===== src/rtl/sensor_emu_pkg.sv =====
// sensor_emu_pkg
//   Shared types and constants for the sensor emulator scheduler.
//   - state_t      : scheduler FSM states
//   - FSEL_*       : FIFO-select encoding used on i_ACTIVE_FIFO / o_START
//   - other_fifo() : returns the ping-pong partner of a FIFO select value
package sensor_emu_pkg;

  typedef enum logic [2:0] {
    IDLE,
    CLEAR,
    SETTLE,
    LOAD,
    START,
    WAIT_ACT,
    DRAIN
  } state_t;

  localparam logic [1:0] FSEL_NONE = 2'd0;
  localparam logic [1:0] FSEL_F0   = 2'd1;
  localparam logic [1:0] FSEL_F1   = 2'd2;

  localparam int DEFAULT_FIFO_DEPTH = 8192;

  function automatic logic [1:0] other_fifo(input logic [1:0] fsel);
    return (fsel == FSEL_F0) ? FSEL_F1 : FSEL_F0;
  endfunction

endpackage


===== src/rtl/sensor_emu_sched.sv =====
// sensor_emu_sched
//   Ping-pong scheduler for the sensor emulator's two pattern FIFOs. Each
//   TLAST-delimited set arriving on AXIS_IN is loaded into the FIFO that is
//   not currently streaming (after clearing it), then output is switched over.
// Ports:
//   clk, resetn            : clock, synchronous active-low reset
//   AXIS_IN_*              : pattern word stream (TREADY is combinational)
//   i_soft_stop/hard_stop  : single-cycle stop requests
//   i_FIFO_STAT_f*_ready   : emulator FIFO ready after clear
//   i_ACTIVE_FIFO          : emulator's streaming FIFO (0 none, 1 F0, 2 F1)
//   o_FIFO_CTL_*, o_LOAD_*, o_UPPER32, o_START*, o_HARD_STOP_wstrobe :
//                            registered emulator register writes
//   o_busy                 : FSM not in IDLE
//   o_overflow             : sticky, a word arrived with the set already full
//   o_sets_started         : number of completed FIFO switches (wraps)
module sensor_emu_sched
  import sensor_emu_pkg::*;
#(
  parameter int PATTERN_WIDTH = 32,
  parameter int FIFO_DEPTH    = DEFAULT_FIFO_DEPTH,
  parameter int SETTLE_CYCLES = 2
) (
  input  logic                     clk,
  input  logic                     resetn,
  input  logic [PATTERN_WIDTH-1:0] AXIS_IN_TDATA,
  input  logic                     AXIS_IN_TVALID,
  input  logic                     AXIS_IN_TLAST,
  output logic                     AXIS_IN_TREADY,
  input  logic                     i_soft_stop,
  input  logic                     i_hard_stop,
  input  logic                     i_FIFO_STAT_f0_ready,
  input  logic                     i_FIFO_STAT_f1_ready,
  input  logic [1:0]               i_ACTIVE_FIFO,
  output logic                     o_FIFO_CTL_f0_reset,
  output logic                     o_FIFO_CTL_f1_reset,
  output logic                     o_FIFO_CTL_wstrobe,
  output logic [31:0]              o_UPPER32,
  output logic [31:0]              o_LOAD_F0,
  output logic                     o_LOAD_F0_wstrobe,
  output logic [31:0]              o_LOAD_F1,
  output logic                     o_LOAD_F1_wstrobe,
  output logic [1:0]               o_START,
  output logic                     o_START_wstrobe,
  output logic                     o_HARD_STOP_wstrobe,
  output logic                     o_busy,
  output logic                     o_overflow,
  output logic [31:0]              o_sets_started
);

  localparam int CW = $clog2(FIFO_DEPTH) + 1;
  localparam int SW = $clog2(SETTLE_CYCLES + 1) + 1;
  localparam logic [CW-1:0] DEPTH_C  = CW'(FIFO_DEPTH);
  localparam logic [SW-1:0] SETTLE_C = SW'(SETTLE_CYCLES);

  state_t      state_q, state_d;
  logic [1:0]  tgt_q, tgt_d;
  logic [1:0]  toggle_q, toggle_d;
  logic [CW-1:0] cnt_q, cnt_d;
  logic [SW-1:0] settle_q, settle_d;
  logic        soft_pend_q, soft_pend_d;
  logic        ctl_f0_q, ctl_f0_d, ctl_f1_q, ctl_f1_d, ctl_ws_q, ctl_ws_d;
  logic [31:0] upper_q, upper_d;
  logic [31:0] load_f0_q, load_f0_d, load_f1_q, load_f1_d;
  logic        load_f0_ws_q, load_f0_ws_d, load_f1_ws_q, load_f1_ws_d;
  logic [1:0]  start_q, start_d;
  logic        start_ws_q, start_ws_d;
  logic        hard_ws_q, hard_ws_d;
  logic        overflow_q, overflow_d;
  logic [31:0] sets_q, sets_d;

  logic        tgt_ready;
  logic        tready;
  logic        hs;
  logic [31:0] data_lo;
  logic [31:0] data_hi;

  // Low word is zero-extended for narrow patterns, truncated for 64-bit.
  assign data_lo = 32'(AXIS_IN_TDATA);

  generate
    if (PATTERN_WIDTH == 64) begin : g_upper
      assign data_hi = AXIS_IN_TDATA[PATTERN_WIDTH-1:32];
    end else begin : g_no_upper
      assign data_hi = 32'd0;
    end
  endgenerate

  assign tgt_ready = (tgt_q == FSEL_F0) ? i_FIFO_STAT_f0_ready : i_FIFO_STAT_f1_ready;

  // Masking TREADY with the hard stop guarantees a word offered in the same
  // cycle as a hard stop is never loaded.
  always_comb begin
    tready = 1'b0;
    case (state_q)
      LOAD:    tready = tgt_ready & ~i_hard_stop;
      DRAIN:   tready = 1'b1;
      default: tready = 1'b0;
    endcase
  end

  assign hs = AXIS_IN_TVALID & tready;

  always_comb begin
    state_d      = state_q;
    tgt_d        = tgt_q;
    toggle_d     = toggle_q;
    cnt_d        = cnt_q;
    settle_d     = settle_q;
    soft_pend_d  = soft_pend_q;
    ctl_f0_d     = 1'b0;
    ctl_f1_d     = 1'b0;
    ctl_ws_d     = 1'b0;
    upper_d      = upper_q;
    load_f0_d    = load_f0_q;
    load_f1_d    = load_f1_q;
    load_f0_ws_d = 1'b0;
    load_f1_ws_d = 1'b0;
    start_d      = start_q;
    start_ws_d   = 1'b0;
    hard_ws_d    = i_hard_stop;
    overflow_d   = overflow_q;
    sets_d       = sets_q;

    case (state_q)
      IDLE: begin
        // A soft stop seen here, or one deferred from a busy state, is issued
        // as a START write of "no FIFO".
        if (soft_pend_q || i_soft_stop) begin
          start_d     = FSEL_NONE;
          start_ws_d  = 1'b1;
          soft_pend_d = 1'b0;
        end
        if (AXIS_IN_TVALID) begin
          state_d = CLEAR;
          if (i_ACTIVE_FIFO == FSEL_F0)      tgt_d = FSEL_F1;
          else if (i_ACTIVE_FIFO == FSEL_F1) tgt_d = FSEL_F0;
          else                               tgt_d = toggle_q;
        end
      end
      CLEAR: begin
        ctl_ws_d = 1'b1;
        ctl_f0_d = (tgt_q == FSEL_F0);
        ctl_f1_d = (tgt_q == FSEL_F1);
        cnt_d    = '0;
        settle_d = '0;
        state_d  = SETTLE;
      end
      SETTLE: begin
        if (settle_q < SETTLE_C) settle_d = settle_q + 1'b1;
        else if (tgt_ready)      state_d  = LOAD;
      end
      LOAD: begin
        if (hs) begin
          if (cnt_q < DEPTH_C) begin
            cnt_d   = cnt_q + 1'b1;
            upper_d = data_hi;
            if (tgt_q == FSEL_F0) begin
              load_f0_d    = data_lo;
              load_f0_ws_d = 1'b1;
            end else begin
              load_f1_d    = data_lo;
              load_f1_ws_d = 1'b1;
            end
          end else begin
            overflow_d = 1'b1;
          end
          if (AXIS_IN_TLAST) state_d = START;
        end
      end
      START: begin
        start_d    = tgt_q;
        start_ws_d = 1'b1;
        state_d    = WAIT_ACT;
      end
      WAIT_ACT: begin
        if (i_ACTIVE_FIFO == tgt_q) begin
          sets_d   = sets_q + 32'd1;
          toggle_d = other_fifo(tgt_q);
          state_d  = IDLE;
        end
      end
      DRAIN: begin
        if (hs && AXIS_IN_TLAST) state_d = IDLE;
      end
      default: state_d = IDLE;
    endcase

    if (i_soft_stop && (state_q != IDLE)) soft_pend_d = 1'b1;

    // Hard stop overrides everything: no START write this cycle, any pending
    // soft stop is dropped, and a partially loaded set is drained.
    if (i_hard_stop) begin
      soft_pend_d = 1'b0;
      start_d     = start_q;
      start_ws_d  = 1'b0;
      state_d     = (state_q == LOAD) ? DRAIN : IDLE;
    end
  end

  always_ff @(posedge clk) begin
    if (!resetn) begin
      state_q      <= IDLE;
      tgt_q        <= FSEL_F0;
      toggle_q     <= FSEL_F0;
      cnt_q        <= '0;
      settle_q     <= '0;
      soft_pend_q  <= 1'b0;
      ctl_f0_q     <= 1'b0;
      ctl_f1_q     <= 1'b0;
      ctl_ws_q     <= 1'b0;
      upper_q      <= '0;
      load_f0_q    <= '0;
      load_f1_q    <= '0;
      load_f0_ws_q <= 1'b0;
      load_f1_ws_q <= 1'b0;
      start_q      <= FSEL_NONE;
      start_ws_q   <= 1'b0;
      hard_ws_q    <= 1'b0;
      overflow_q   <= 1'b0;
      sets_q       <= '0;
    end else begin
      state_q      <= state_d;
      tgt_q        <= tgt_d;
      toggle_q     <= toggle_d;
      cnt_q        <= cnt_d;
      settle_q     <= settle_d;
      soft_pend_q  <= soft_pend_d;
      ctl_f0_q     <= ctl_f0_d;
      ctl_f1_q     <= ctl_f1_d;
      ctl_ws_q     <= ctl_ws_d;
      upper_q      <= upper_d;
      load_f0_q    <= load_f0_d;
      load_f1_q    <= load_f1_d;
      load_f0_ws_q <= load_f0_ws_d;
      load_f1_ws_q <= load_f1_ws_d;
      start_q      <= start_d;
      start_ws_q   <= start_ws_d;
      hard_ws_q    <= hard_ws_d;
      overflow_q   <= overflow_d;
      sets_q       <= sets_d;
    end
  end

  assign AXIS_IN_TREADY      = tready;
  assign o_FIFO_CTL_f0_reset = ctl_f0_q;
  assign o_FIFO_CTL_f1_reset = ctl_f1_q;
  assign o_FIFO_CTL_wstrobe  = ctl_ws_q;
  assign o_UPPER32           = upper_q;
  assign o_LOAD_F0           = load_f0_q;
  assign o_LOAD_F0_wstrobe   = load_f0_ws_q;
  assign o_LOAD_F1           = load_f1_q;
  assign o_LOAD_F1_wstrobe   = load_f1_ws_q;
  assign o_START             = start_q;
  assign o_START_wstrobe     = start_ws_q;
  assign o_HARD_STOP_wstrobe = hard_ws_q;
  assign o_busy              = (state_q != IDLE);
  assign o_overflow          = overflow_q;
  assign o_sets_started      = sets_q;

endmodule

===== config.mk =====
export PLATFORM = sky130hd
export DESIGN_NAME = sensor_emu_sched
export DESIGN_NICKNAME = d
export VERILOG_FILES = /design/src/rtl/sensor_emu_pkg.sv /design/src/rtl/sensor_emu_sched.sv
export SDC_FILE = /design/constraint.sdc
export NUM_CORES = 1
export LEC_CHECK = 0
export BUFFER_PORTS_ARGS = -buffer_cell sky130_fd_sc_hd__clkbuf_2
export CELL_PAD_IN_SITES_DETAIL_PLACEMENT = 1
export CELL_PAD_IN_SITES_GLOBAL_PLACEMENT = 2
export CORE_ASPECT_RATIO = 0.7
export CORE_MARGIN = 2
export CORE_UTILIZATION = 29
export CTS_BUF_LIST = sky130_fd_sc_hd__clkbuf_8 sky130_fd_sc_hd__clkbuf_16
export DETAILED_ROUTE_END_ITERATION = 10
export GPL_ROUTABILITY_DRIVEN = 0
export MAX_ROUTING_LAYER = met4
export PLACE_DENSITY_LB_ADDON = 0.12
export SETUP_SLACK_MARGIN = 0.3
export SKIP_LAST_GASP = 1
export SLEW_MARGIN = 5
export SYNTH_ARGS = -nofsm -noshare
export SYNTH_HDL_FRONTEND = slang
export SYNTH_SLANG_ARGS = --single-unit

===== constraint.sdc =====
create_clock -name clk -period 2.4 [get_ports clk]
set_input_delay 0.12 -clock clk [delete_from_list [all_inputs] [get_ports clk]]
set_output_delay 0.12 -clock clk [all_outputs]
set_load 0.01 [all_outputs]

== Word-level counts from Yosys, hierarchy flattened ==
Index checks and enable logic that the tools add are counted.

* Input bits: 42
* Logic and storage cells: 104
* Register bits after elaboration: 131

* Reductions and logical operators: 23
* Multiplexer cells: 30
* Order comparisons: 2
* Equality and inequality tests: 22
* Bitwise gates (word level): 6
* Add/subtract/negate cells: 3

{| class="wikitable"
|+ Operator list
! cell !! count
|-
| $add 32x1->32 const B || 1
|-
| $mux 3 || 10
|-
| $mux 14 || 2
|-
| $pmux 14 s2 || 1
|-
| $ne 3x3->1 const B || 7
|-
| $pmux 3 s7 || 1
|-
| $add 14x1->14 const B || 1
|-
| $lt 14x14->1 const B || 1
|-
| $reduce_and 4->1 || 3
|-
| $reduce_and 2->1 || 5
|-
| $reduce_bool 2->1 || 5
|-
| $eq 3x3->1 const B || 3
|-
| $reduce_and 3->1 || 3
|-
| $mux 1 || 8
|-
| $mux 2 || 4
|-
| $ne 2x2->1 const B || 4
|-
| $reduce_and 7->1 || 1
|-
| $eq 3x2->1 const B || 2
|-
| $pmux 3 s2 || 1
|-
| $eq 2x1->1 const B || 2
|-
| $eq 2x2->1 const B || 2
|-
| $not 1->1 || 4
|-
| $pmux 1 s2 || 2
|-
| $pmux 2 s2 || 1
|-
| other kinds (10) || 12
|}

== Logic depth before layout (Yosys ltp) ==
Gate-level depths: netlist of the first run.

* Depth after elaboration: 9
* Gate-level depth with buffers: 8
* Gate-level depth less buffers: 6

== Least setup slack after synthesis of the first run ==
Ideal clock, no wire load.

* Path kind: register to register
* Start point: register sets_q[14] (netlist: o_sets_started[14])
* End point: register sets_q[27] (netlist: o_sets_started[27])
* Stages on the path, launching flop included: 6
* Path buffers: 0
* Setup slack: 457 ps
* Data arrival time: 1884 ps
* Period minus slack after synthesis: 1943 ps
* Cell sequence: dfxtp_1 -> and4_1 -> nand3_2 -> or4_1 -> or4_1 -> nand2_1

* Cells in the longest elaborated chain, start to end: 1

{| class="wikitable"
|+ Ends and longest elaborated chain
! item !! RTL line !! RTL
|-
| start, declared || sensor_emu_sched.sv:69 || <nowiki>logic [31:0] sets_q, sets_d;</nowiki>
|-
| start signal, assigned || sensor_emu_sched.sv:240 || <nowiki>sets_q <= sets_d;</nowiki>
|-
| $add 32x1->32 || sensor_emu_sched.sv:177 || <nowiki>sets_d = sets_q + 32'd1;</nowiki>
|}

Every way passes these cells.
A chain may end at the register's enable or synchronous reset.

== Final worst setup path of the first run ==
* Start point: register tgt_q[1]
* End point: register load_f1_q[7] (netlist: o_LOAD_F1[7])

* Cells in the longest elaborated chain, start to end: 6

{| class="wikitable"
|+ Ends and longest elaborated chain
! item !! RTL line !! RTL
|-
| start, declared || sensor_emu_sched.sv:56 || <nowiki>logic [1:0] tgt_q, tgt_d;</nowiki>
|-
| start signal, assigned || sensor_emu_sched.sv:223 || <nowiki>tgt_q <= tgt_d;</nowiki>
|-
| $eq 2x1->1 * || sensor_emu_sched.sv:88, sensor_emu_sched.sv:157 ||
|-
| $mux 1 || sensor_emu_sched.sv:88 || <nowiki>assign tgt_ready = (tgt_q == FSEL_F0) ? i_FIFO_STAT_f0_ready : i_FIFO_STAT_f1_ready;</nowiki>
|-
| $and 1x1->1 || sensor_emu_sched.sv:95 || <nowiki>LOAD: tready = tgt_ready & ~i_hard_stop;</nowiki>
|-
| $pmux 1 s2 || sensor_emu_sched.sv:94 || <nowiki>case (state_q)</nowiki>
|-
| $and 1x1->1 || sensor_emu_sched.sv:101 || <nowiki>assign hs = AXIS_IN_TVALID & tready;</nowiki>
|-
| $reduce_and 4->1 (no source line) * || - ||
|-
| end signal, assigned || sensor_emu_sched.sv:233 || <nowiki>load_f1_q <= load_f1_d;</nowiki>
|-
| end, declared || sensor_emu_sched.sv:63 || <nowiki>logic [31:0] load_f0_q, load_f0_d, load_f1_q, load_f1_d;</nowiki>
|}

Every way passes the cells marked *; elsewhere a longest branch is shown, timed or not.

==> impl_metrics.py, run 1 <==
metrics = {
    "sta": {
        "max_freq_mhz": 500,
        "clock_skew_ns": 0.0104,
        "hold_ws_ns": 0.157,
        "final-max-slew-violation-count": 0,
        "min_period_ns": 2.00,
        "setup_viol_count_final": 0,
        "post-route-period-util_pct": 83.4,
        "grt_setup_unrepaired": "yes",
        "final_hold_vios": 0,
        "smallest_setup_slack_after_layout_ns": 0.400,
        "worst_pin_slew_ns": 0.616,
        "slew_headroom_pct": 58.6,
        "totalNegativeSetupSlack_ns": 0,
    },
    "final_layout": {
        "final_layout_size_suffix_gt1_share_pct": 27.2,
        "fillCellCount": 2408,
        "finish.cell_count_without_fillers": 1186,
        "final_core_util_pct": 40.2,
        "nNetsFinal": 948,
        "num_antenna_cells": 0,
        "areaGrowthSynthToFinish_pct": 36.2,
        "fin_area_um2": 7950,
    },
    "global_routing": {
        "antenna_found_initial": 0,
        "grt_overflow_total": 0,
        "grt_pass1_wl_um": 29700,
        "grt_start_max_net_pins": 37,
        "grt_use_total_pct": 18.1,
        "first_global_vias": 5641,
    },
    "floorplanning": {
        "die_w_um": 174,
        "fp-row-count": 43,
        "pin_count": 182,
        "die-area_um2": 21300,
        "core-area_um2": 19800,
        "die_h_um": 123,
        "starting_density_pct": 29.5,
    },
    "drt": {
        "routed_wirelength_um": 18900,
        "drc_viols": 0,
        "ant_nets": 0,
        "routed_vias_inst": 4.72,
        "route.vias.total": 5602,
        "drtPass1Iterations": 4,
        "detail_route.wl_per_cell_um": 16.0,
        "dr.first_iter.drc_count": 318,
    },
    "synthesis": {
        "netlist_area_um2": 5840,
        "most_common_cell_in_the_netlist": "sky130_fd_sc_hd__nand2_1",
        "synthArstFlopShare_pct": 0,
        "ys_warn_count": 0,
        "mean_syn_cell_area_um2": 8.21,
        "synth-seq-area-share_pct": 44.9,
        "yosysUniqueCellTypes": 58,
        "list_of_most_frequent_post_synthesis_cells": "sky130_fd_sc_hd__nand2_1 (166), sky130_fd_sc_hd__dfxtp_1 (131), sky130_fd_sc_hd__a21oi_1 (82)",
        "ys.flop_type": "sky130_fd_sc_hd__dfxtp_1",
        "synth_edf_count": 0,
        "post_synth_inst_count": 711,
        "synth_area_leaders": "sky130_fd_sc_hd__dfxtp_1 (45%), sky130_fd_sc_hd__nand2_1 (11%), sky130_fd_sc_hd__a21oi_1 (7.0%)",
        "total_of_flip_flops_plus_latches_after_synthesis": 131,
        "synthDominantAreaCellType": "sky130_fd_sc_hd__dfxtp_1",
        "synth.top_cell.area_share_pct": 44.9,
    },
    "critical_path": {
        "max_stage_delay_ns": 0.58,
        "cp.required_ns": 2.69,
        "critPathLaunchType": "register",
        "end_kind": "register",
        "worst-r2r-setup-slack_ns": 0.40,
        "critical_path_peak_fanout": 33,
        "crit_type": "register to register",
        "worst_path_max_delay_cell": "sky130_fd_sc_hd__or4_1",
        "worstPathArrival_ns": 2.29,
        "path_cells": "nand2b_4, mux2i_1, buf_4, or4_1, buf_12, nand2_1, a21oi_1",
    },
    "run_status": {
        "outcome": "complete, no violations",
    },
    "power": {
        "ir_worst_vdd_uv": 445,
        "fin_total_pwr_mw": 5.49,
        "power_density_nw_per_um2": 690,
        "p_leak_nw": 3.22,
    },
    "placement": {
        "placedCellCount": 1113,
        "numPortBuffers": 149,
        "post-place-ws_ns": 0.190,
        "post_dp_cell_area_um2": 6820,
        "dp.final_hpwl_um": 13200,
    },
    "flow_run": {
        "maxCapViolCount": 0,
    },
    "worst_hold_path": {
        "hold_path_class": "input port to register",
    },
    "cts": {
        "cts_buffers": 17,
        "clockBufferDepth": 2,
        "cts-root-buf": "sky130_fd_sc_hd__clkbuf_16",
        "htree_depth": 4,
        "cts_tree": "done",
        "numClockSinks": 131,
        "clkTransAtPathRegs_ns": 0.06,
        "insertion_delay_ns": 0.41,
    },
}
logic make-up (layout without fill, tap and decap cells):
| group | count (synthesis) | after routing | share of synthesized area, % |
|---|---|---|---|
| other | 1 | 32 | 0.0642 |
| and+or+nand+nor | 321 | 322 | 27.2 |
| muxes | 8 | 8 | 1.39 |
| buffers and inverters | 89 | 262 | 8.70 |
| AOI/OAI and AO/OA | 134 | 134 | 13.3 |
| adders and majority gates | 5 | 5 | 0.986 |
| DFF | 131 | 131 | 44.9 |
| xor gates and xnor gates | 22 | 22 | 3.43 |
worst max-delay path, delay by kind of cell, from the launching register on:
family                 cells  cell delay, ns
AOI/OAI and AO/OA          1            0.06
and+or+nand+nor            3            0.87
DFF                        1            0.43
muxes                      1            0.09
buffers and inverters      2            0.40
report_power, final:
group | total, mW | switching [mW] | leakage (nW) | internal (mW)
sequential | 2.21 | 0.0180 | 1.06 | 2.19
combinational | 0.373 | 0.226 | 1.85 | 0.147
clock | 2.91 | 1.05 | 0.314 | 1.85
cell usage in the layout, fill, tap and decap left out, drive strengths merged, types with 4 or more instances in the layout:
| cell | Yosys | layout |
|---|---|---|
| nand3 | 13 | 13 |
| a21oi | 82 | 82 |
| bufinv | 0 | 5 |
| buf | 50 | 32 |
| clkbuf | 24 | 166 |
| and4 | 7 | 7 |
| nand2 | 166 | 166 |
| o21ai | 18 | 18 |
| o311ai | 5 | 5 |
| nor4 | 9 | 9 |
| or3 | 9 | 9 |
| nor3 | 13 | 13 |
| conb | 1 | 32 |
| dlygate4sd3 | 0 | 34 |
| nand4 | 16 | 17 |
| mux2i | 7 | 7 |
| o21a | 4 | 4 |
| xnor2 | 10 | 10 |
| nor2 | 46 | 46 |
| nand2b | 11 | 11 |
| clkinv | 0 | 5 |
| or2 | 5 | 5 |
| or4 | 8 | 8 |
| inv | 15 | 18 |
| o41ai | 4 | 4 |
| dfxtp | 131 | 131 |
| xor2 | 12 | 12 |
registers in the layout, summed over array words and instances (netlist names), 2 cells and up:
signal          count
cnt_q              14
o_LOAD_F0          32
o_LOAD_F1          32
o_START             2
o_sets_started     32
settle_q            3
state_q             3
tgt_q               2
toggle_q            2
final timing paths:
kind,start,end,cells after the start
worst max-delay path,tgt_q[1],o_LOAD_F1[7],7
worst max register to register,tgt_q[1],o_LOAD_F1[7],7
worst min-delay path,i_hard_stop,o_HARD_STOP_wstrobe,3
worst min register to register,o_LOAD_F1[24],o_LOAD_F1[24],2
layer usage:
| layer | track usage, % | vias up | share of wire (%) |
|---|---|---|---|
| li1 | - | 2758 | - |
| met1 | 23.6 | 2716 | 50 |
| met2 | 28.3 | 116 | 46 |
| met3 | 4.62 | 12 | 3.9 |
| met4 | 3.99 | 0 | 0.93 |
| met5 | - | - | 0 |
cell type report:
cell class	instances	area, um2	area share (%)
Inverter	15	56.3	0.708
Tap cell	270	338	4.25
Sequential cell	131	2630	33.1
Multi-Input combinational cell	523	2900	36.4
Timing Repair Buffer	215	1380	17.3
Clock buffer	17	425	5.35
Clock inverter	15	228	2.86
repair_timing:
action	CTS	global route
hold buffers	34	0
cloned	0	1
endpoints found under the hold margin	66	0
pin swaps	2	2
setup buffers	5	1
gates resized for setup	8	15
setup endpoints to repair	82	80
(Power assumes the default switching activity.)
==> run 2, diff against run 1 <==
- ABC_AREA: not set -> 1
- CORE_UTILIZATION: 29 -> 25
- clock period: 2.4 -> 1.6 ns (I/O delays scaled with it)
==> run 2 against run 1 <==
Against the previous run:
- the run now ends with setup timing left
- synthesized cell count up 31%
- core utilization up 2.6 points
- sequential share of layout area down 7.4 points
- setup slack worse by 0.40 ns
- design area up 33%
- count of clock-buffer cells in the layout up 1
- fmax up 25%
- largest power group unchanged
- power up 47%
- die area up 25%
- global-route usage up 1.7 points
- final cell count up 32%
==> impl_metrics.py, run 2 <==
metrics = {
    "run_status": {
        "outcome": "complete, but fails checks",
        "failing_checks": "setup timing",
    },
    "synthesis": {
        "synth.top_cell.area_share_pct": 41.5,
        "synth_edf_count": 0,
        "most_common_cell_in_the_netlist": "sky130_fd_sc_hd__nand2_1",
        "list_of_most_frequent_post_synthesis_cells": "sky130_fd_sc_hd__nand2_1 (293), sky130_fd_sc_hd__dfxtp_1 (131), sky130_fd_sc_hd__a21oi_1 (117)",
        "synthDominantAreaCellType": "sky130_fd_sc_hd__dfxtp_1",
        "post_synth_inst_count": 930,
        "netlist_area_um2": 6320,
        "synthArstFlopShare_pct": 0,
        "synth-seq-area-share_pct": 41.5,
        "mean_syn_cell_area_um2": 6.79,
        "yosysUniqueCellTypes": 29,
        "ys_warn_count": 0,
        "ys.flop_type": "sky130_fd_sc_hd__dfxtp_1",
        "total_of_flip_flops_plus_latches_after_synthesis": 131,
        "synth_area_leaders": "sky130_fd_sc_hd__dfxtp_1 (42%), sky130_fd_sc_hd__nand2_1 (17%), sky130_fd_sc_hd__a21oi_1 (9.3%)",
    },
    "worst_hold_path": {
        "whs_path_depth": 4,
        "hold_path_class": "input port to register",
    },
    "floorplanning": {
        "die-area_um2": 26600,
        "die_h_um": 137,
        "die_w_um": 194,
        "starting_density_pct": 25.5,
        "core-area_um2": 24700,
        "pin_count": 182,
        "fp-row-count": 48,
    },
    "sta": {
        "final_hold_vios": 0,
        "setup_viol_count_final": 4,
        "post-route-period-util_pct": 100,
        "hold_ws_ns": 0.0682,
        "max_freq_mhz": 624,
        "grt_setup_unrepaired": "yes",
        "worst_pin_slew_ns": 0.542,
        "final-max-slew-violation-count": 0,
        "totalNegativeSetupSlack_ns": -0.00207,
        "smallest_setup_slack_after_layout_ns": -0.00162,
        "clock_skew_ns": 0.0100,
        "min_period_ns": 1.60,
        "slew_headroom_pct": 63.9,
    },
    "final_layout": {
        "nNetsFinal": 1268,
        "areaGrowthSynthToFinish_pct": 67.4,
        "num_antenna_cells": 0,
        "finish.cell_count_without_fillers": 1561,
        "final_layout_size_suffix_gt1_share_pct": 41.4,
        "fillCellCount": 3024,
        "most_common_library_cell_in_the_layout_ignoring_fill_and_taps": "sky130_fd_sc_hd__nand2_1",
        "final_core_util_pct": 42.7,
        "most-common-layout-cells": "sky130_fd_sc_hd__nand2_1 (241), sky130_fd_sc_hd__clkbuf_2 (147), sky130_fd_sc_hd__a21oi_1 (105), sky130_fd_sc_hd__dfxtp_1 (100), sky130_fd_sc_hd__buf_4 (84)",
    },
    "critical_path": {
        "path_cells": "buf_6, nor2_4, nand2_4, a21oi_4, buf_12, buf_16, clkbuf_16, nand3_1, a21oi_1",
        "worst_path_max_delay_cell": "sky130_fd_sc_hd__dfxtp_4",
        "ff2ff_path_depth": 9,
        "critical_path_peak_fanout": 11,
        "end_kind": "register",
        "worstPathArrival_ns": 1.96,
        "critPathLaunchType": "register",
        "max_stage_delay_ns": 0.36,
        "crit_cells": 9,
        "critPathBufInv": 4,
        "worst-r2r-setup-slack_ns": -0.002,
        "crit_type": "register to register",
        "path_delay_family": "buffers and inverters",
        "cp.required_ns": 1.96,
    },
    "global_routing": {
        "antenna_found_initial": 0,
        "grt_pass1_wl_um": 39300,
        "first_global_vias": 6671,
        "grt_use_total_pct": 19.7,
        "grt_overflow_total": 0,
        "grt_start_max_net_pins": 102,
    },
    "cts": {
        "numClockSinks": 131,
        "cts_tree": "done",
        "insertion_delay_ns": 0.43,
        "clkTransAtPathRegs_ns": 0.06,
        "cts-root-buf": "sky130_fd_sc_hd__clkbuf_16",
        "htree_depth": 4,
        "clockBufferDepth": 2,
        "cts_buffers": 17,
    },
    "drt": {
        "routed_wirelength_um": 26700,
        "routed_vias_inst": 4.55,
        "drc_viols": 0,
        "ant_nets": 0,
        "route.vias.total": 7095,
        "dr.first_iter.drc_count": 301,
        "detail_route.wl_per_cell_um": 17.1,
        "drtPass1Iterations": 5,
    },
    "power": {
        "power_density_nw_per_um2": 763,
        "fin_total_pwr_mw": 8.07,
        "p_leak_nw": 4.38,
        "ir_worst_vdd_uv": 743,
    },
    "placement": {
        "placedCellCount": 1435,
        "dp.final_hpwl_um": 17500,
        "numPortBuffers": 149,
    },
    "flow_run": {
        "maxCapViolCount": 0,
    },
}
run 2: changes by cell type after synthesis, sizes merged, moves of 9 or more:
cell,before,now
a21oi,82,118
inv,15,39
nand2,166,293
nand2b,11,0
nand3,13,103
nand3b,2,13
nor2,46,108
o21ai,18,9
or3,9,0
run 2: cell type report:
type                            count  area (um2)  area share (%)
Multi-Input combinational cell    714        4050            38.3
Sequential cell                   131        2720            25.7
Timing Repair Buffer              319        2660            25.1
Clock buffer                       18         439            4.15
Tap cell                          325         407            3.84
Inverter                           40         159            1.50
Clock inverter                     14         153            1.44
run 2: path summary, 6_finish.rpt:
path	startpoint	endpoint
min	i_ACTIVE_FIFO[1]	tgt_q[1]
min reg2reg	o_LOAD_F1[31]	o_LOAD_F1[31]
max reg2reg	state_q[0]	o_LOAD_F1[29]
max	state_q[0]	o_LOAD_F1[29]
run 2: worst reg2reg max path, stage by stage (launching register included):
cell	delay, ns
sky130_fd_sc_hd__dfxtp_4	0.36
sky130_fd_sc_hd__buf_6	0.12
sky130_fd_sc_hd__nor2_4	0.11
sky130_fd_sc_hd__nand2_4	0.08
sky130_fd_sc_hd__a21oi_4	0.17
sky130_fd_sc_hd__buf_12	0.15
sky130_fd_sc_hd__buf_16	0.15
sky130_fd_sc_hd__clkbuf_16	0.19
sky130_fd_sc_hd__nand3_1	0.08
sky130_fd_sc_hd__a21oi_1	0.12
run 2: logic make-up after synthesis:
group / after synthesis / share of synthesized area, %
buf+inv: 116 / 9.88
simple gates: 533 / 35.3
xor+xnor: 14 / 1.94
flops: 131 / 41.5
compound gates: 132 / 10.7
other cells: 1 / 0.0593
fa+ha+maj: 3 / 0.594
run 2: stage by stage:
stage          area (um2)  setup WS, ns
5_1_grt             10600       -0.0942
6_report            10600      -0.00162
3_3_place_gp         7900       -0.0355
2_1_floorplan        6620         0.173
4_1_cts              9560        0.0369
3_5_place_dp         7900       -0.0801
run 2: power by group:
group          total [mW]  switching [mW]  internal (mW)
clock                4.01            1.66           2.35
sequential           3.29          0.0353           3.26
combinational       0.758           0.428          0.330
run 2: repair_timing:
item / in CTS / in global routing
endpoints found under the setup margin: 125 / 128
hold buffers: 34 / 0
gates resized for setup: 111 / 181
setup buffers: 25 / 23
gates cloned: 5 / 7
hold endpoints to repair: 66 / 0
pin swaps: 27 / 47
run 2: per-layer routing:
| layer | vias up | track usage, % | wire length (um) |
|---|---|---|---|
| met2 | 128 | 26.5 | 11100 |
| met1 | 3384 | 29.6 | 14400 |
| met4 | 0 | 4.25 | 191 |
| li1 | 3574 | - | - |
| met3 | 9 | 4.14 | 1020 |
| met5 | - | - | 0 |
